<file path="config.mk">
export PLATFORM = sky130hd
export DESIGN_NAME = alu_core
export DESIGN_NICKNAME = d
export VERILOG_FILES = /design/src/rtl/alu_core.sv
export SDC_FILE = /design/constraint.sdc
export NUM_CORES = 1
export LEC_CHECK = 0
export ABC_AREA = 1
export CAP_MARGIN = 20
export CORE_ASPECT_RATIO = 0.75
export CORE_MARGIN = 2
export CORE_UTILIZATION = 40
export DETAILED_ROUTE_END_ITERATION = 10
export PLACE_DENSITY = 0.7
export SKIP_LAST_GASP = 1
export SYNTH_ARGS = -nofsm -noshare
export SYNTH_HDL_FRONTEND = slang
export SYNTH_SLANG_ARGS = --single-unit
</file>
<file path="constraint.sdc">
create_clock -name clk -period 3.9 [get_ports clk]
set_input_delay 0.78 -clock clk [delete_from_list [all_inputs] [get_ports clk]]
set_output_delay 0.78 -clock clk [all_outputs]
set_load 0.01 [all_outputs]
</file>
<file path="src/rtl/alu_core.sv">
// alu_core: 32-bit integer ALU with Z/N/C/V flags, one registered stage (1-cycle latency).
// Optional build macro ALU_MUL_EN turns opcode 11 into MUL (low 32 bits of the unsigned product).
module alu_core (
  input  logic        clk,
  input  logic        rst,
  input  logic        valid_in,
  input  logic [31:0] A,
  input  logic [31:0] B,
  input  logic [3:0]  alu_op,
  output logic        valid_out,
  output logic [31:0] Y,
  output logic [3:0]  FLAGS
);

  localparam int DATA_W = 32;

  localparam logic [3:0] OP_ADD  = 4'd0;
  localparam logic [3:0] OP_SUB  = 4'd1;
  localparam logic [3:0] OP_AND  = 4'd2;
  localparam logic [3:0] OP_OR   = 4'd3;
  localparam logic [3:0] OP_XOR  = 4'd4;
  localparam logic [3:0] OP_NOT  = 4'd5;
  localparam logic [3:0] OP_SLL  = 4'd6;
  localparam logic [3:0] OP_SRL  = 4'd7;
  localparam logic [3:0] OP_SRA  = 4'd8;
  localparam logic [3:0] OP_SLT  = 4'd9;
  localparam logic [3:0] OP_SLTU = 4'd10;
`ifdef ALU_MUL_EN
  localparam logic [3:0] OP_MUL  = 4'd11;
`endif

  // Flag word layout: {V, C, N, Z}; Z and N always come from the final result.
  function automatic logic [3:0] pack_flags(input logic [DATA_W-1:0] y,
                                            input logic c, input logic v);
    pack_flags = {v, c, y[DATA_W-1], ~|y};
  endfunction

  logic signed [DATA_W-1:0] a_s_p0;
  logic signed [DATA_W-1:0] b_s_p0;
  logic        [DATA_W-1:0] b_op_p0;
  logic                     cin_p0;
  logic        [DATA_W:0]   sum_p0;
  logic        [4:0]        shamt_p0;
  logic        [DATA_W-1:0] y_p0;
  logic                     c_p0;
  logic                     v_p0;
  logic        [3:0]        flags_p0;

  logic        [DATA_W-1:0] y_p1;
  logic        [3:0]        flags_p1;
  logic                     vld_p1;

  // ---- stage p0: combinational core ----
  assign a_s_p0   = A;
  assign b_s_p0   = B;
  assign shamt_p0 = B[4:0];

  // SUB reuses the adder as A + ~B + 1 so the carry out means "no borrow".
  always_comb begin
    b_op_p0 = B;
    cin_p0  = 1'b0;
    if (alu_op == OP_SUB) begin
      b_op_p0 = ~B;
      cin_p0  = 1'b1;
    end
    sum_p0 = {1'b0, A} + {1'b0, b_op_p0} + {{DATA_W{1'b0}}, cin_p0};
  end

  always_comb begin
    y_p0 = '0;
    c_p0 = 1'b0;
    v_p0 = 1'b0;
    case (alu_op)
      OP_ADD, OP_SUB: begin
        y_p0 = sum_p0[DATA_W-1:0];
        c_p0 = sum_p0[DATA_W];
        v_p0 = (A[DATA_W-1] == b_op_p0[DATA_W-1]) &&
               (sum_p0[DATA_W-1] != A[DATA_W-1]);
      end
      OP_AND:  y_p0 = A & B;
      OP_OR:   y_p0 = A | B;
      OP_XOR:  y_p0 = A ^ B;
      OP_NOT:  y_p0 = ~(A | B);
      OP_SLL:  y_p0 = A << shamt_p0;
      OP_SRL:  y_p0 = A >> shamt_p0;
      OP_SRA:  y_p0 = a_s_p0 >>> shamt_p0;
      OP_SLT:  y_p0 = {{(DATA_W-1){1'b0}}, (a_s_p0 < b_s_p0)};
      OP_SLTU: y_p0 = {{(DATA_W-1){1'b0}}, (A < B)};
`ifdef ALU_MUL_EN
      OP_MUL:  y_p0 = A * B;
`endif
      default: y_p0 = '0;
    endcase
    flags_p0 = pack_flags(y_p0, c_p0, v_p0);
  end

  // ---- stage p1: result register ----
  always_ff @(posedge clk) begin
    if (rst) begin
      vld_p1   <= 1'b0;
      y_p1     <= '0;
      flags_p1 <= '0;
    end else if (valid_in) begin
      vld_p1   <= 1'b1;
      y_p1     <= y_p0;
      flags_p1 <= flags_p0;
    end else begin
      vld_p1   <= 1'b0;
    end
  end

  assign valid_out = vld_p1;
  assign Y         = y_p1;
  assign FLAGS     = flags_p1;

endmodule

</file>
==> run summary, run 1 <==
Min-delay worst type: register to register
Share of layout cells above drive strength 1: 13.6%
Routed Antenna Nets: 0
Die area: 0.0275 mm^2
Worst-margin pin slew: 1.10 ns
Ys Warns: 0
Top FF cell, synth: dfxtp_1
CTS Buf Count: 5
Pre-Repair DR Iteration Count: 8
Fillers: 2774
Final instance area: 0.0135 mm^2
Crit start category: input port
Critical path, cell by cell: clkdlybuf4s50_1 > buf_4 > inv_6 > nand3_1 > nand2_2 > fa_2 > nor2_1 > nor3b_1 > nor3_1 > buf_4 > o311ai_1 > nor2_1 > nand2_1 > nor2_2 > nand3_1 > nor2_1 > nand3_1 > a21oi_2
Total routed wirelength: 48.8 mm
Placed wire-length estimate: 40.2 mm
Syn_area_per_cell: 5.37 um^2
Syn Nets: 2152
Vias per inst: 5.65
Max incr delay on CP: 0.46 ns
PD cells: 197 mW/mm^2
Sink Count: 36
Row cnt: 51
Initial Utilization: 40.5%
Final Core Density: 52.2%
Outcome: finished, final reports clean
Clk pin slew, worst setup/hold paths: 0.05 ns
Worst-path maximum fanout: 7
Wire per inst: 19.4 um
Number of synthesized flops with an enable pin: 0
Netlist cell types: 44
Multi-input logic area: 0.00868 mm^2
Crit path buf inv count: 4
CP required: 4.10 ns
Crit Path Class: input port to register
First-pass GRT wire length: 73.4 mm
Worst Skew: 0 ns
Critical-path top delay cell: clkdlybuf4s50_1
Register area share after synthesis: 6.89%
Top delay family on crit path: simple AND/OR/NAND/NOR gates
CTS tree: done
Post-layout nets: 2373
Worst slew margin: 26.4%
CTS max path bufs: 2
N_diodes: 0
H-Tree Depth: 2
Congestion Overflow GR: 0
Input/output buffers: 107
Placed Cells: 2493
Register area: 721 um^2
Post-route insts no fill: 2514
Initial antenna violation count: 0
Hold WS: 0.466 ns
FMAX: 272 MHz
DRC: 0
Pleak: 0.00719 uW
Core area: 0.0258 mm^2
Min cycle time layout: 3.68 ns
Fin. max-slew vios: 0
Setup Viol. Count Final: 0
Syn Std Cell Area: 0.0105 mm^2
Clock Latency Late Sink: 0.28 ns
CP arrival: 3.88 ns
Cell count after synthesis: 1948
Routability congestion estimate: 1.05
MaxCap Viol Count: 0
# hold bufs at CTS: 0
Vias in the first global route: 12600
Post-route clock period utilization: 94.2%
DRT iter0 DRCs: 2153
Die H: 144 um
GRT Total Usage: 34.7%
Flop and latch count out of synthesis: 36
Crit path capture type: register
Synth-to-layout area growth: 29.1%
Via count: 14200
Clock root buffer: clkbuf_16
RSZ-0062 raised after global routing: false
Worst-case vdd ir drop: 0.273 mV
I/O Pins: 108
Ys async rst share: 0%
Largest net degree at the start of global routing: 73
Hold Vio Cnt, Final: 0
Cell Area, Placed: 0.0129 mm^2
Die X-Extent: 191 um
-- cell usage in the layout (no fill, tap or decap), types with 12 or more instances in the layout --
cell type        synthesis  layout
nor2_2                  10      26
inv_1                  220     220
a21oi_2                  0      16
nand2_1                576     571
o211ai_1                26      26
nand3_1                381     375
ha_1                   132     130
nor2_1                 179     160
clkdlybuf4s50_1          0      99
a21oi_1                 76      60
buf_4                   10     181
o21ai_0                 65      59
o21ai_1                  6      12
nand4_1                 15      15
xor2_1                  31      26
nor3_1                  31      27
dfxtp_1                 36      36
-- kinds of logic after synthesis --
kind of cell	after synthesis	share of synthesized area, %
AOI/OAI and AO/OA	207	11.3
DFF	36	6.89
xor gates and xnor gates	32	2.68
and+or+nand+nor	1225	50.5
buffers and inverters	315	12.6
adders and majority gates	133	16.0
-- cell usage after synthesis (all sizes together) (24+ instances only) --
master,instances,area (um^2)
ha,132,1650
o21ai,71,355
nor3,32,165
nand2,585,2220
clkbuf,24,90.1
nor2,189,734
inv,231,872
o211ai,26,195
xor2,31,272
nand3,381,1910
dfxtp,36,721
a21oi,76,380
buf,60,355
-- final cells by class --
type / instances / area share [%]
multi-input cells: 1597 / 64.3
well taps: 344 / 3.19
clock buffers: 6 / 0.955
inverters: 231 / 6.46
flip-flops and latches: 36 / 5.34
clock inverters: 2 / 0.260
repair buffers: 298 / 19.5
-- routing by layer --
metal	global-route usage, %	up-vias	wire (um)
met2	52.2	862	20100
met4	9.83	0	1490
met5	0	-	0
met1	52.1	6458	22300
met3	3.28	83	4960
li1	-	6805	-
-- worst min-delay path: cells and delay by family, from the launching register on --
kind | cells | cell delay, ns
flops | 1 | 0.31
simple gates | 1 | 0.06
compound gates | 1 | 0.05
-- state kept, by name (all words and copies together), names as in the netlist --
name / cells
FLAGS: 4
Y: 31
valid_out: 1
-- power breakdown --
part           switching, uW  total, uW  internal [uW]
clock                    143        443            300
combinational           1090       1810            715
sequential              15.8        410            395
total                   1250       2660           1410
-- path summary, 6_finish.rpt --
path | start | end | slack (ns) | depth (start not counted)
min | FLAGS[2]$_SDFFE_PP0P_ | FLAGS[2]$_SDFFE_PP0P_ | 0.47 | 2
max | B[0] | FLAGS[0]$_SDFFE_PP0P_ | 0.22 | 18
max reg2reg | Y[12]$_SDFFE_PP0P_ | Y[12]$_SDFFE_PP0P_ | 3.08 | 4
min reg2reg | FLAGS[2]$_SDFFE_PP0P_ | FLAGS[2]$_SDFFE_PP0P_ | 0.47 | 2
-- repair_timing --
item,4_1_cts,5_1_grt
hold endpoints to repair,0,0
endpoints found under the setup margin,1,13
pin swaps,1,26
gates cloned,0,1
gates resized for setup,14,60
buffers inserted,0,12
-- per-stage QoR --
stage	total power (uW)	TNS (ns)	worst slack, ns
6_report	2660	0	0.225
5_1_grt	2850	0	0.105
4_1_cts	2560	0	0.00833
3_5_place_dp	2100	-2.00	-0.379
3_3_place_gp	2090	-1.53	-0.319
2_1_floorplan	1350	0	0.511
(Power assumes the default switching activity.)
==> run 2: changes to the inputs <==
--- a/config.mk
+++ b/config.mk
@@ -12,6 +12,7 @@
 export CORE_UTILIZATION = 40
 export DETAILED_ROUTE_END_ITERATION = 10
 export PLACE_DENSITY = 0.7
+export RECOVER_POWER = 100
 export SKIP_LAST_GASP = 1
 export SYNTH_ARGS = -nofsm -noshare
 export SYNTH_HDL_FRONTEND = slang
==> run 2 against run 1 <==
- the run now ends with capacitance limit, slew limit left
- wire length up 0.13%
- sequential share of layout area about the same
- count of clock-buffer cells in the layout unchanged
- combinational power about the same
- largest power group unchanged
- highest routed layer unchanged
==> run summary, run 2 (synthesis results as in run 1) <==
Max reg flops: 31
Clock Latency Late Sink: 0.28 ns
Row cnt: 51
PD cells: 197 mW/mm^2
Fillers: 2787
CTS Buf Count: 5
Via count: 14300
Congestion Overflow GR: 0
Sink Count: 36
# hold bufs at CTS: 0
MaxCap Viol Count: 1
Clock root buffer: clkbuf_16
H-Tree Depth: 2
Worst slew margin: -5.10%
CTS tree: done
Outcome: complete, but fails checks
Core area: 0.0258 mm^2
Pre-Repair DR Iteration Count: 6
CP required: 4.10 ns
Vias in the first global route: 12600
Die area: 0.0275 mm^2
Routed Antenna Nets: 0
Worst-case vdd ir drop: 0.271 mV
Pleak: 0.00726 uW
GRT Total Usage: 34.7%
Die X-Extent: 191 um
RSZ-0062 raised after global routing: false
Input/output buffers: 107
Largest net degree at the start of global routing: 73
Dpl ws: -0.379 ns
PnR worst setup slack: 0.176 ns
Initial Utilization: 40.5%
Hold Vio Cnt, Final: 0
Crit path capture type: register
Worst-margin pin slew: 1.58 ns
Fin. max-slew vios: 37
Share of layout cells above drive strength 1: 12.9%
Reg2reg path depth: 4
Crit Path Class: input port to register
Crit start category: input port
Die H: 144 um
Vias per inst: 5.67
Most frequent cells in the layout: 574 x nand2_1, 377 x nand3_1, 220 x inv_1, 175 x buf_4, 165 x nor2_1
Setup Viol. Count Final: 0
Placed wire-length estimate: 40.2 mm
First-pass GRT wire length: 73.4 mm
Post-layout nets: 2373
Routability congestion estimate: 1.05
DRC: 0
Placed Cells: 2493
Post-route insts no fill: 2514
Min-delay worst type: register to register
FMAX: 269 MHz
Failing checks: capacitance limit, slew limit
Min cycle time layout: 3.72 ns
Worst Skew: 0 ns
Clk pin slew, worst setup/hold paths: 0.05 ns
Worst-path maximum fanout: 3
Initial antenna violation count: 0
Post-route clock period utilization: 95.5%
I/O Pins: 108
Wire per inst: 19.4 um
Commonest non-fill, non-tap cell in the layout: nand2_1
CP arrival: 3.92 ns
CTS max path bufs: 2
DRT iter0 DRCs: 2213
Hold depth: 2
Total routed wirelength: 48.9 mm
Final Core Density: 52.0%
N_diodes: 0
Synth-to-layout area growth: 28.7%
[run 2: critical path, cell delays in order]
cell	delay [ns]
clkdlybuf4s50_1	0.56
inv_1	0.12
xor2_1	0.18
ha_1	0.35
buf_4	0.16
a21oi_1	0.15
o21ai_0	0.11
buf_4	0.14
a21oi_1	0.14
nand2_2	0.10
nor2_1	0.10
nor2_1	0.07
nor2_1	0.31
nand2_1	0.10
nor2_1	0.12
nand2_1	0.08
nor2_2	0.10
nand3_1	0.11
a21oi_2	0.15
[run 2: worst paths after layout]
| path | startpoint | endpoint | slack [ns] |
|---|---|---|---|
| max | B[13] | FLAGS[0]$_SDFFE_PP0P_ | 0.18 |
| min | FLAGS[2]$_SDFFE_PP0P_ | FLAGS[2]$_SDFFE_PP0P_ | 0.46 |
| max reg2reg | Y[12]$_SDFFE_PP0P_ | Y[12]$_SDFFE_PP0P_ | 3.10 |
| min reg2reg | FLAGS[2]$_SDFFE_PP0P_ | FLAGS[2]$_SDFFE_PP0P_ | 0.46 |
[run 2: final cells by class]
cell class | instances | area, um^2 | share of cell area (%)
Clock inverter | 2 | 35.0 | 0.260
Multi-Input combinational cell | 1597 | 8650 | 64.3
Timing Repair Buffer | 298 | 2620 | 19.5
Tap cell | 344 | 430 | 3.20
Inverter | 231 | 872 | 6.48
Sequential cell | 36 | 721 | 5.36
Clock buffer | 6 | 129 | 0.958
[run 2: report_power, final]
group	internal, uW	switching, uW	total, uW	leakage, uW
clock network	300	143	443	0.0000808
logic	700	1090	1790	0.00688
registers	395	14.7	409	0.000297
[run 2: repair_timing]
item	in CTS	in global routing
buffers inserted	0	12
endpoints found under the setup margin	1	13
pin swaps	1	26
cloned	0	1
resized for setup	14	60
[run 2: per-layer routing]
layer / vias to the layer above / GRT usage [%] / part of all wire (%) / wire length [um]
li1: 6817 / - / - / -
met1: 6486 / 52.1 / 46 / 22300
met2: 871 / 52.2 / 41 / 20100
met3: 79 / 3.28 / 10 / 5060
met4: 0 / 9.83 / 2.9 / 1440
met5: - / 0 / 0 / 0
[run 2: stage by stage]
step	hold slack [ns]	setup TNS [ns]	instance area, um^2	power (uW)
after floorplan	0.490	0	10500	1350
after global placement	0.458	-1.53	12900	2090
after detailed placement	0.456	-2.00	12900	2100
after CTS	0.465	0	13200	2560
after global routing	0.495	0	13500	2830
final	0.463	0	13500	2640
==> run 3: changes to the inputs <==
--- a/config.mk
+++ b/config.mk
@@ -8,11 +8,11 @@
 export ABC_AREA = 1
 export CAP_MARGIN = 20
 export CORE_ASPECT_RATIO = 0.75
-export CORE_MARGIN = 2
-export CORE_UTILIZATION = 40
+export CORE_MARGIN = 1.5
+export CORE_UTILIZATION = 55
 export DETAILED_ROUTE_END_ITERATION = 10
-export PLACE_DENSITY = 0.7
-export RECOVER_POWER = 100
+export PLACE_DENSITY = 0.88
+export RECOVER_POWER = 25
 export SKIP_LAST_GASP = 1
 export SYNTH_ARGS = -nofsm -noshare
 export SYNTH_HDL_FRONTEND = slang
==> run 3 against run 2 <==
- the run still ends with capacitance limit, slew limit left
- non-clock buffer count decreased by 19
- cell count is 4.7% lower
- clock skew did not move
- via count rose by 0.96%
- sequential power about the same
- cell area fell by 1.9%
- register-to-register slack got worse by 0.03 ns
- fmax up 3.3%
- die area down 28%
- critical path depth up 1
- sequential share of layout area increased by 0.11 points
- largest power group unchanged
- first-iteration DRC count up 7.0%
- critical endpoint unchanged
==> run summary, run 3 (synthesis results as in run 1) <==
MaxCap Viol Count: 1
Routability congestion estimate: 1.09
Initial Utilization: 56.3%
Row cnt: 43
Placed wire-length estimate: 38.4 mm
Crit start category: input port
Clock root buffer: clkbuf_16
WHS Endpoint: FLAGS[2]$_SDFFE_PP0P_
# hold bufs at CTS: 0
Outcome: complete, but fails checks
Core area: 0.0186 mm^2
Worst-case vdd ir drop: 0.284 mV
Clk pin slew, worst setup/hold paths: 0.05 ns
Most frequent cells in the layout: 552 x nand2_1, 374 x nand3_1, 219 x inv_1, 164 x buf_4, 155 x nor2_1
DRC: 0
Crit Path Class: input port to register
Pre-Repair DR Iteration Count: 10
CTS tree: done
CTS Buf Count: 5
Critical-path top delay cell: clkdlybuf4s50_1
Die area: 0.0199 mm^2
Pleak: 0.00712 uW
Total routed wirelength: 47.6 mm
Synth-to-layout area growth: 26.2%
Met3 track demand over resource: 13.5%
Min-Delay Startpoint: FLAGS[2]$_SDFFE_PP0P_
GR peak layer: met2
Hold Vio Cnt, Final: 0
Failing checks: capacitance limit, slew limit
Tot Pwr: 2580 uW
GR Layer Usage met2: 68.6%
DRT iter0 DRCs: 2368
Post-route clock period utilization: 92.5%
Reg-to-Reg Start: Y[19]$_SDFFE_PP0P_
Min cycle time layout: 3.61 ns
PD cells: 195 mW/mm^2
FMAX: 277 MHz
Min-delay worst type: register to register
Post-layout nets: 2354
Register area: 721 um^2
RSZ-0062 raised after global routing: false
Worst-path maximum fanout: 4
Sink Count: 36
H-Tree Depth: 2
Crit path capture type: register
Largest net degree at the start of global routing: 71
Met1 usage: 61.5%
CTS max path bufs: 2
Share of layout cells above drive strength 1: 13.8%
I/O Pins: 108
Reg2reg end: Y[19]$_SDFFE_PP0P_
Worst-margin pin slew: 2.10 ns
Fin. max-slew vios: 53
CP required: 4.09 ns
Commonest non-fill, non-tap cell in the layout: nand2_1
Hold depth: 2
N_diodes: 0
Clock Latency Late Sink: 0.27 ns
Vias in the first global route: 12600
Routed Antenna Nets: 0
Initial antenna violation count: 0
Via count: 14400
Setup Viol. Count Final: 0
Die H: 122 um
Worst slew margin: -40.2%
Congestion Overflow GR: 0
Internal reg-to-reg setup slack: 3.07 ns
Cell Area, Placed: 0.0126 mm^2
Input/output buffers: 107
Fillers: 1680
First-pass GRT wire length: 69.7 mm
Die X-Extent: 162 um
Max reg flops: 31
Multi-input logic area: 0.00871 mm^2
Vias per inst: 6.00
Wire per inst: 19.9 um
GRT Total Usage: 45.9%
Reg2reg path depth: 4
Final Core Density: 71.1%
Max incr delay on CP: 0.55 ns
Critical path, cell by cell: clkdlybuf4s50_1 > inv_1 > xor2_1 > ha_1 > nand2_1 > inv_1 > nand2_1 > nand3_1 > inv_1 > o21ai_2 > a21oi_1 > nand3_1 > nand2_1 > nor2_1 > buf_4 > nor2_1 > nand4_1 > nor2_1 > nand3_1 > a21oi_2
Worst Skew: 0 ns
Final instance area: 0.0132 mm^2
CP arrival: 3.80 ns
[run 3: changes by cell type in the layout (fill, tap and decap cells not counted), moves of 4 or more]
cell             previous run  this run
nor2_1                    165       155
o21ai_1                    12         8
nand2_1                   574       552
dlygate4sd3_1              39        17
buf_12                      9         4
nor2_2                     21        29
buf_4                     175       164
clkdlybuf4s50_1            60        82
nand2_2                     8        30
clkbuf_4                    4         0
[run 3: repair_timing]
item / CTS / global route
pin swaps: 0 / 31
endpoints found under the setup margin: 2 / 21
gates cloned: 0 / 2
buffers inserted: 0 / 12
gates resized for setup: 4 / 95
[run 3: worst max-delay path, delay by kind of cell]
kind | cells | cell delay, ns
simple gates | 10 | 1.03
buf+inv | 5 | 0.98
compound gates | 3 | 0.48
fa+ha+maj | 1 | 0.34
xor+xnor | 1 | 0.18
[run 3: metrics by stage]
stage                     cells  hold slack (ns)  TNS, ns  setup slack, ns
after floorplan            1948            0.490        0            0.511
after global placement     2376            0.460    -2.05           -0.322
after detailed placement   2376            0.468    -2.99           -0.365
after CTS                  2383            0.480        0          0.00665
after global routing       2397            0.513        0            0.121
final                      2397            0.478        0            0.294
[run 3: worst max path at each step]
stage                    from               endpoint  slack [ns]  depth (start not counted)
floorplan           alu_op[0]  FLAGS[0]$_SDFFE_PP0P_        0.51                         22
global placement    alu_op[0]  FLAGS[0]$_SDFFE_PP0P_       -0.32                         20
detailed placement  alu_op[0]  FLAGS[0]$_SDFFE_PP0P_       -0.37                         20
CTS                 alu_op[0]  FLAGS[0]$_SDFFE_PP0P_       0.007                         22
global route         valid_in      Y[8]$_SDFFE_PP0P_        0.12                          5
finish                  B[16]  FLAGS[0]$_SDFFE_PP0P_        0.29                         20
[run 3: power by group]
group          switching [uW]  internal (uW)  total (uW)
clock network             133            231         365
logic                    1110            692        1800
registers                15.5            395         410
total                    1260           1320        2580
[run 3: cell type report]
| type | count | share of cell area [%] |
|---|---|---|
| Clock buffer | 6 | 0.977 |
| Clock inverter | 1 | 0.0379 |
| Inverter | 231 | 6.61 |
| Multi-Input combinational cell | 1597 | 66.1 |
| Sequential cell | 36 | 5.46 |
| Tap cell | 247 | 2.34 |
| Timing Repair Buffer | 279 | 18.5 |
[run 3: per-layer routing]
layer / vias up / share of wire (%)
met1: 6371 / 40
met4: 0 / 4.8
met5: - / 0
met3: 164 / 15
met2: 1084 / 40
li1: 6771 / -
